[src/rtl/mem_byte_bridge.sv]
// Word-to-byte bus bridge: splits each 32-bit CPU request into four big-endian
// byte beats on the memory side, or faults misaligned/out-of-range addresses.
module mem_byte_bridge #(
  parameter int unsigned MEM_BYTES = 128
) (
  input  logic        clk_i,
  input  logic        rst_ni,
  input  logic        en_i,
  input  logic        rw_i,
  input  logic [31:0] addr_i,
  input  logic [31:0] wdata_i,
  output logic [31:0] rdata_o,
  output logic        ready_o,
  output logic        fault_o,
  output logic        b_en_o,
  output logic        b_rw_o,
  output logic [31:0] b_addr_o,
  output logic [7:0]  b_wdata_o,
  input  logic [7:0]  b_rdata_i
);

  localparam int unsigned LAST_WORD = MEM_BYTES - 4;

  typedef enum logic [1:0] {S_IDLE, S_BUSY, S_DONE} state_e;

  state_e      state_q;
  logic [1:0]  beat_q;
  logic        rw_q;
  logic [31:0] addr_q;
  logic [31:0] wdata_q;
  logic [31:0] rdata_q;
  logic        ready_q;
  logic        fault_q;
  logic        b_en_q;
  logic        b_rw_q;
  logic [31:0] b_addr_q;
  logic [7:0]  b_wdata_q;

  logic        addr_ok_c;
  logic [1:0]  beat_nx_c;
  logic [31:0] b_addr_d;
  logic [7:0]  b_wdata_d;
  logic [31:0] rdata_d;

  // Address check, next-beat address/data and read-lane merge.
  always_comb begin
    addr_ok_c = (addr_i[1:0] == 2'b00) && (addr_i <= 32'(LAST_WORD));
    beat_nx_c = beat_q + 2'd1;
    b_addr_d  = addr_q + 32'(beat_nx_c);
    rdata_d   = rdata_q;
    case (beat_nx_c)
      2'd1:    b_wdata_d = wdata_q[23:16];
      2'd2:    b_wdata_d = wdata_q[15:8];
      2'd3:    b_wdata_d = wdata_q[7:0];
      default: b_wdata_d = wdata_q[31:24];
    endcase
    case (beat_q)
      2'd0:    rdata_d[31:24] = b_rdata_i;
      2'd1:    rdata_d[23:16] = b_rdata_i;
      2'd2:    rdata_d[15:8]  = b_rdata_i;
      default: rdata_d[7:0]   = b_rdata_i;
    endcase
  end

  always_ff @(posedge clk_i or negedge rst_ni) begin
    if (!rst_ni) begin
      state_q   <= S_IDLE;
      beat_q    <= 2'd0;
      rw_q      <= 1'b1;
      addr_q    <= 32'd0;
      wdata_q   <= 32'd0;
      rdata_q   <= 32'd0;
      ready_q   <= 1'b0;
      fault_q   <= 1'b0;
      b_en_q    <= 1'b0;
      b_rw_q    <= 1'b1;
      b_addr_q  <= 32'd0;
      b_wdata_q <= 8'd0;
    end else begin
      ready_q <= 1'b0;
      fault_q <= 1'b0;
      case (state_q)
        S_IDLE: begin
          if (en_i) begin
            rw_q    <= rw_i;
            addr_q  <= addr_i;
            wdata_q <= wdata_i;
            if (addr_ok_c) begin
              state_q   <= S_BUSY;
              beat_q    <= 2'd0;
              b_en_q    <= 1'b1;
              b_rw_q    <= rw_i;
              b_addr_q  <= addr_i;
              b_wdata_q <= wdata_i[31:24];
            end else begin
              // Rejected: report immediately, memory side untouched.
              state_q <= S_DONE;
              ready_q <= 1'b1;
              fault_q <= 1'b1;
            end
          end
        end
        S_BUSY: begin
          if (rw_q) rdata_q <= rdata_d;
          if (beat_q != 2'd3) begin
            beat_q    <= beat_nx_c;
            b_addr_q  <= b_addr_d;
            b_wdata_q <= b_wdata_d;
          end else begin
            state_q <= S_DONE;
            b_en_q  <= 1'b0;
            b_rw_q  <= 1'b1;
            ready_q <= 1'b1;
          end
        end
        S_DONE:  state_q <= S_IDLE;
        default: state_q <= S_IDLE;
      endcase
    end
  end

  assign rdata_o   = rdata_q;
  assign ready_o   = ready_q;
  assign fault_o   = fault_q;
  assign b_en_o    = b_en_q;
  assign b_rw_o    = b_rw_q;
  assign b_addr_o  = b_addr_q;
  assign b_wdata_o = b_wdata_q;

endmodule

[config.mk]
export PLATFORM = sky130hd
export DESIGN_NAME = mem_byte_bridge
export DESIGN_NICKNAME = d
export VERILOG_FILES = /design/src/rtl/mem_byte_bridge.sv
export SDC_FILE = /design/constraint.sdc
export NUM_CORES = 1
export LEC_CHECK = 0
export BUFFER_PORTS_ARGS = -buffer_cell sky130_fd_sc_hd__buf_4
export CAP_MARGIN = 20
export CORE_ASPECT_RATIO = 1.75
export CORE_MARGIN = 2
export CORE_UTILIZATION = 49
export CTS_CLUSTER_DIAMETER = 30
export CTS_CLUSTER_SIZE = 8
export DETAILED_ROUTE_END_ITERATION = 16
export PLACE_DENSITY = 0.77
export SKIP_LAST_GASP = 1
export SLEW_MARGIN = 25
export SYNTH_ARGS = -nofsm -noshare
export SYNTH_HDL_FRONTEND = slang
export SYNTH_SLANG_ARGS = --single-unit
[constraint.sdc]
create_clock -name clk_i -period 2.6 [get_ports clk_i]
set_input_delay 0.26 -clock clk_i [delete_from_list [all_inputs] [get_ports clk_i]]
set_output_delay 0.26 -clock clk_i [all_outputs]
set_load 0.01 [all_outputs]
==> parameters.txt, run 1 <==
Parameter                              Value

Min path
  Path type of the worst min-delay path ... primary input to register

Cells and area
  Final net count ... 767
  Core utilization of the finished layout ... 66.1%
  Antenna cell count ... 0
  Leading cell type in the layout, fill and taps excluded ... sky130_fd_sc_hd__buf_4
  Fraction of final layout cells sized beyond drive strength 1 ... 47.6%
  Area growth, synth to finish ... 31.5%
  Leading cell types in the layout, fill and taps excluded ... sky130_fd_sc_hd__buf_4 (170), sky130_fd_sc_hd__dfrtp_1 (143), sky130_fd_sc_hd__mux2_2 (118)

Timing
  Final period demand of the worst path ... 2.48 ns
  Max-slew violation count ... 0
  Post-route clock skew ... 0.00977 ns
  Post-route clock period utilization ... 95.5%
  Setup repair after global routing missed its margin ... yes
  Count of endpoints failing hold in the final timing report ... 0
  Relative max-transition margin ... 59.2%
  Worst-Margin Slew ... 0.612 ns
  Setup violations, final ... 0
  Slack of the critical path ... 0.116 ns
  FMAX ... 403 MHz

Synthesis
  Synthesis-stage register bit count ... 145
  Share of synthesized area occupied by flip-flops and latches ... 55.5%
  Mapped Nets ... 601
  Netlist Area Pre-Place ... 6540 µm²
  Ys Warns ... 0
  Number of library cell types mapped by synthesis ... 39
  Average cell area after synthesis ... 12.6 µm²
  Cell count after synthesis ... 517

Clocking
  Total setup buffers inserted after CTS ... 0
  TritonCTS clock tree ... done
  Clock-pin slew reported for the worst setup and hold paths after clock tree synthesis ... 0.06 ns
  Source-to-sink clock delay at the later pin of the worst-skew pair ... 0.41 ns
  Inserted Clock Buffers ... 17
  Root cell of the clock tree ... sky130_fd_sc_hd__clkbuf_16
  Buffer depth of the longest clock path ... 2
  Total number of clock tree sinks ... 145
  Htree depth ... 4

Global route
  First-pass GRT wire length ... 26900 µm
  Number of global-route vias before repair ... 5261
  Grt ovf ... 0
  Maximum number of pins on one net before global-route repair ... 70
  Number of antenna violations at the first check in global routing ... 0
  GRT Total Usage ... 24.3%

Die
  Effective utilization at floorplan ... 50.3%
  Core outline area ... 13000 µm²
  Die area ... 14300 µm²
  Count of boundary I/O pins ... 152
  Die boundary width ... 91.3 µm
  Site Rows ... 55
  Height of the die ... 157 µm

Routing
  Number of search-and-repair iterations in the first detailed-routing pass ... 5
  Detailed-route vias per instance ... 5.60
  Number of violations reported at the end of detailed-routing iteration 0 ... 223
  Wire length per cell ... 19.4 µm
  Residual antenna-violating net count after detailed routing ... 0
  Post-route DRC ... 0
  Routed vias ... 4858
  WL final ... 16800 µm

Placement
  Routability Congestion ... 0.941
  Port Buffers ... 151
  Post-detailed-placement half-perimeter wirelength ... 12400 µm
  Post-place setup slack ... 0.0172 ns

Run status
  Run status ... complete, no violations

Worst setup path
  CP delay by family, top ... simple AND/OR/NAND/NOR gates
  Number of buffers and inverters on the critical path ... 1
  CP Cell Sequence ... inv_1, ha_1, ha_1, a21oi_1, or4b_4, nor4b_4, xor2_1, a22o_1
  CP max FO ... 11
  Worst setup SP type ... register
  Cell type of the slowest stage on the worst timing path ... sky130_fd_sc_hd__or4b_4
  Critical path class ... register to register
  Crit-path most repeated cell ... sky130_fd_sc_hd__ha_1
  Worst Path Required ... 2.90 ns
  Worst setup EP type ... register
  Arrival time at the worst endpoint ... 2.78 ns
  Largest incremental delay on the critical path ... 0.65 ns

Power and ir drop
  Ratio of total power to cell area ... 1300 nW/µm²
  Max VDD drop ... 0.698 mV
  Reported leakage power ... 0.00391 µW

Run
  Max Cap Viol ... 0
==> timing repair <==
action / in CTS / in global routing
hold buffers: 1 / 0
resized for setup: 0 / 3
hold endpoints to repair: 64 / 0
setup endpoints to repair: 0 / 8
==> cell usage after synthesis (all sizes together) <==
cell type	count	share of area (%)
dfrtp	143	55
mux2	118	20
nand2	36	2.1
nor2	23	1.3
o21ai	22	1.7
a22o	18	2.4
xnor2	18	2.4
clkbuf	16	1.1
nand4	15	1.5
nand3	14	1.1
a21oi	12	0.92
xor2	12	1.6
buf	10	0.92
nor4	10	1.2
nor3	9	0.77
a222oi	8	1.2
ha	7	1.3
inv	7	0.40
and3	3	0.29
and2	2	0.19
dfstp	2	0.80
nor2b	2	0.19
o22ai	2	0.19
a221oi	1	0.13
a31oi	1	0.096
fa	1	0.31
nor3b	1	0.11
nor4b	1	0.13
o32ai	1	0.25
or4	1	0.11
or4b	1	0.21
==> state kept, by name (all words and copies together), names as in the netlist <==
signal and count:
addr_q 32, ready_o 1, rdata_o 32, b_wdata_o 8, state_q 2, b_rw_o 1, beat_q 2, fault_o 1
rw_q 1, wdata_q 32, b_addr_o 32, b_en_o 1
==> layer usage <==
| layer | vias to the layer above | share of wire, % | global-route usage (%) |
|---|---|---|---|
| met5 | - | 0 | 0 |
| met4 | 0 | 1.6 | 8.15 |
| met3 | 21 | 6.9 | 6.45 |
| met2 | 183 | 57 | 46.1 |
| met1 | 2450 | 35 | 25.7 |
| li1 | 2204 | - | - |
==> logic make-up (layout without fill, tap and decap cells) <==
family	Yosys count	in the layout	synth area share, %
AO/OA/AOI/OAI	65	65	6.91
XOR/XNOR	30	30	4.02
adder cells (fa/ha/maj)	8	8	1.65
buffers and inverters	33	212	2.41
flip-flops	145	145	55.5
multiplexers	118	118	20.3
AND/OR/NAND/NOR	118	118	9.18
==> power by group <==
part | total [µW] | leakage [µW] | switching (µW) | internal, µW
sequential | 4250 | 0.00172 | 871 | 3380
clock | 2600 | 0.000307 | 971 | 1620
combinational | 4300 | 0.00188 | 1930 | 2360
==> worst paths after layout <==
kind	from	to	slack (ns)	cells after the start
setup / recovery	beat_q[0]	b_addr_o[31]	0.12	8
setup reg to reg	beat_q[0]	b_addr_o[31]	0.12	8
hold / removal	wdata_i[11]	wdata_q[11]	0.08	2
min in group asynchronous	rst_ni	b_addr_o[27]	0.43	2
hold reg to reg	wdata_q[11]	wdata_q[11]	0.51	1
max in group asynchronous	rst_ni	rw_q	1.38	3
==> area by class of cell <==
cell class / count / area, µm²
Clock buffer: 18 / 429
Clock inverter: 14 / 205
Fill cell: 947 / 4410
Inverter: 7 / 26.3
Multi-Input combinational cell: 339 / 2770
Sequential cell: 145 / 3630
Tap cell: 171 / 214
Timing Repair Buffer: 173 / 1320
==> stage by stage <==
step | power [µW] | setup TNS [ns] | cells | hold slack [ns] | instance area, µm²
CTS | 11200 | 0 | 867 | 0.0678 | 8580
finish | 11100 | 0 | 867 | 0.0815 | 8600
global placement | 8380 | 0 | 834 | 0.291 | 7930
global route | 11800 | -0.00832 | 867 | 0.0675 | 8600
floorplan | 6660 | 0 | 517 | -0.0356 | 6540
detailed placement | 8580 | 0 | 834 | 0.302 | 7930
(Power assumes the default switching activity.)
==> run 2, diff against run 1 <==
==> constraint.sdc (replaced) <==
create_clock -name clk_i -period 2.6 [get_ports clk_i]
set_input_delay 0.78 -clock clk_i [delete_from_list [all_inputs] [get_ports clk_i]]
set_output_delay 0.78 -clock clk_i [all_outputs]
set_load 0.01 [all_outputs]
==> parameters.txt, run 2 (synthesized netlist as in run 1, its figures left out) <==
Parameter                              Value

Global route
  Grt ovf ... 0
  Number of antenna violations at the first check in global routing ... 0
  Maximum number of pins on one net before global-route repair ... 55
  First-pass GRT wire length ... 26400 µm
  GRT Total Usage ... 24.1%
  Number of global-route vias before repair ... 5203

Timing
  Count of endpoints failing hold in the final timing report ... 0
  Slack of the critical path ... 0.102 ns
  Post-route clock skew ... 0.00893 ns
  Relative max-transition margin ... 56.7%
  Setup violations, final ... 0
  Post-route clock period utilization ... 96.1%
  Worst-Margin Slew ... 0.644 ns
  Final period demand of the worst path ... 2.50 ns
  Setup repair after global routing missed its margin ... yes
  FMAX ... 400 MHz
  Max-slew violation count ... 0
  Final setup TNS ... 0 ns

Clocking
  Total number of clock tree sinks ... 145
  Total setup buffers inserted after CTS ... 0
  Inserted Clock Buffers ... 17
  Number of hold-repair buffers added at the cts stage ... 0
  TritonCTS clock tree ... done
  Root cell of the clock tree ... sky130_fd_sc_hd__clkbuf_16
  Htree depth ... 4
  Source-to-sink clock delay at the later pin of the worst-skew pair ... 0.42 ns
  Buffer depth of the longest clock path ... 2
  Clock-pin slew reported for the worst setup and hold paths after clock tree synthesis ... 0.06 ns

Die
  Site Rows ... 55
  Count of boundary I/O pins ... 152
  Die boundary width ... 91.3 µm
  Height of the die ... 157 µm
  Die area ... 14300 µm²
  Effective utilization at floorplan ... 50.3%
  Core outline area ... 13000 µm²

Cells and area
  Fraction of final layout cells sized beyond drive strength 1 ... 47.8%
  Leading cell type in the layout, fill and taps excluded ... sky130_fd_sc_hd__buf_4
  Final net count ... 764
  Core utilization of the finished layout ... 65.7%
  Final-layout fill cell count ... 998
  Finished Layout Cells ... 864
  Antenna cell count ... 0
  Leading cell types in the layout, fill and taps excluded ... sky130_fd_sc_hd__buf_4 (165), sky130_fd_sc_hd__dfrtp_1 (143), sky130_fd_sc_hd__mux2_2 (118)
  Area growth, synth to finish ... 30.7%

Worst setup path
  Flop2flop setup slack ... 0.10 ns
  Worst Path Required ... 2.90 ns
  Worst-case reg-to-reg path depth ... 8
  Worst setup SP type ... register
  Critical path class ... register to register
  CP max FO ... 11
  Worst setup EP type ... register
  Reg2reg end ... b_addr_o[31]
  Arrival time at the worst endpoint ... 2.80 ns
  Startpoint of the most critical register-to-register path ... beat_q[0]

Routing
  Wire length per cell ... 19.5 µm
  Number of violations reported at the end of detailed-routing iteration 0 ... 188
  Detailed-route vias per instance ... 5.57
  Number of search-and-repair iterations in the first detailed-routing pass ... 6
  Residual antenna-violating net count after detailed routing ... 0
  Post-route DRC ... 0
  Routed vias ... 4814
  WL final ... 16900 µm

Placement
  Routability Congestion ... 0.928
  Instance count after placement with tap cells included ... 832
  Post-place setup slack ... -0.233 ns
  Port Buffers ... 151
  Post-detailed-placement half-perimeter wirelength ... 12500 µm

Min path
  Path type of the worst min-delay path ... primary input to asynchronous set/reset pin

Run
  Max Cap Viol ... 0

Power and ir drop
  Reported leakage power ... 0.00387 µW
  Ratio of total power to cell area ... 1270 nW/µm²
  Max VDD drop ... 0.872 mV

Run status
  Run status ... complete, no violations
run 2: cell types whose count changed in the layout (fill, tap and decap cells not counted), sizes merged:
| cell | before | now |
|---|---|---|
| buf | 172 | 170 |
| inv | 10 | 11 |
| bufinv | 4 | 0 |
| clkinvlp | 1 | 2 |
| clkbuf | 18 | 20 |
| dlygate4sd3 | 1 | 0 |
run 2: where the power goes:
group	switching, µW	total, µW	internal, µW
logic	1940	4310	2370
registers	870	4250	3380
clock network	997	2310	1310
run 2: timing repair:
action	CTS	global route
hold endpoints to repair	0	0
resized for setup	1	3
endpoints found under the setup margin	1	10
run 2: cell type report:
type	instances	area (µm²)	share of cell area [%]
Multi-Input combinational cell	339	2780	32.5
Clock inverter	12	98.8	1.16
Sequential cell	145	3630	42.5
Timing Repair Buffer	170	1330	15.6
Inverter	7	26.3	0.307
Clock buffer	20	467	5.46
Tap cell	171	214	2.50
run 2: routing by layer:
layer  vias up  track usage (%)  routed length [µm]
met2       188             45.3                9320
met1      2390             24.5                6020
li1       2201                -                   -
met4         0             11.3                 546
met5         -                0                   0
met3        35             6.40                 961
run 2: through the flow:
step,hold WS [ns],total power [µW],cell area [µm²]
2_1_floorplan,0.480,6660,6540
3_3_place_gp,0.491,8380,7950
3_5_place_dp,0.497,8580,7950
4_1_cts,0.334,10900,8530
5_1_grt,0.341,11500,8550
6_report,0.314,10900,8550
run 2: worst max path at each step:
stage / cells after the start / end / start / slack [ns]
floorplan: 9 / b_addr_o[21] / beat_q[0] / 0.07
global placement: 8 / b_addr_o[3] / addr_i[31] / -0.19
detailed placement: 8 / b_addr_o[8] / addr_i[31] / -0.23
CTS: 8 / b_addr_o[31] / beat_q[0] / 0.05
global route: 8 / b_addr_o[31] / beat_q[0] / -0.003
finish: 8 / b_addr_o[31] / beat_q[0] / 0.10
run 2: critical path, stage by stage, from the launching register on:
cell                      delay (ns)
sky130_fd_sc_hd__dfrtp_1        0.35
sky130_fd_sc_hd__inv_1          0.06
sky130_fd_sc_hd__ha_1           0.35
sky130_fd_sc_hd__ha_1           0.29
sky130_fd_sc_hd__a21oi_1        0.07
sky130_fd_sc_hd__or4b_4         0.65
sky130_fd_sc_hd__nor4b_4        0.33
sky130_fd_sc_hd__xor2_1         0.10
sky130_fd_sc_hd__a22o_1         0.18
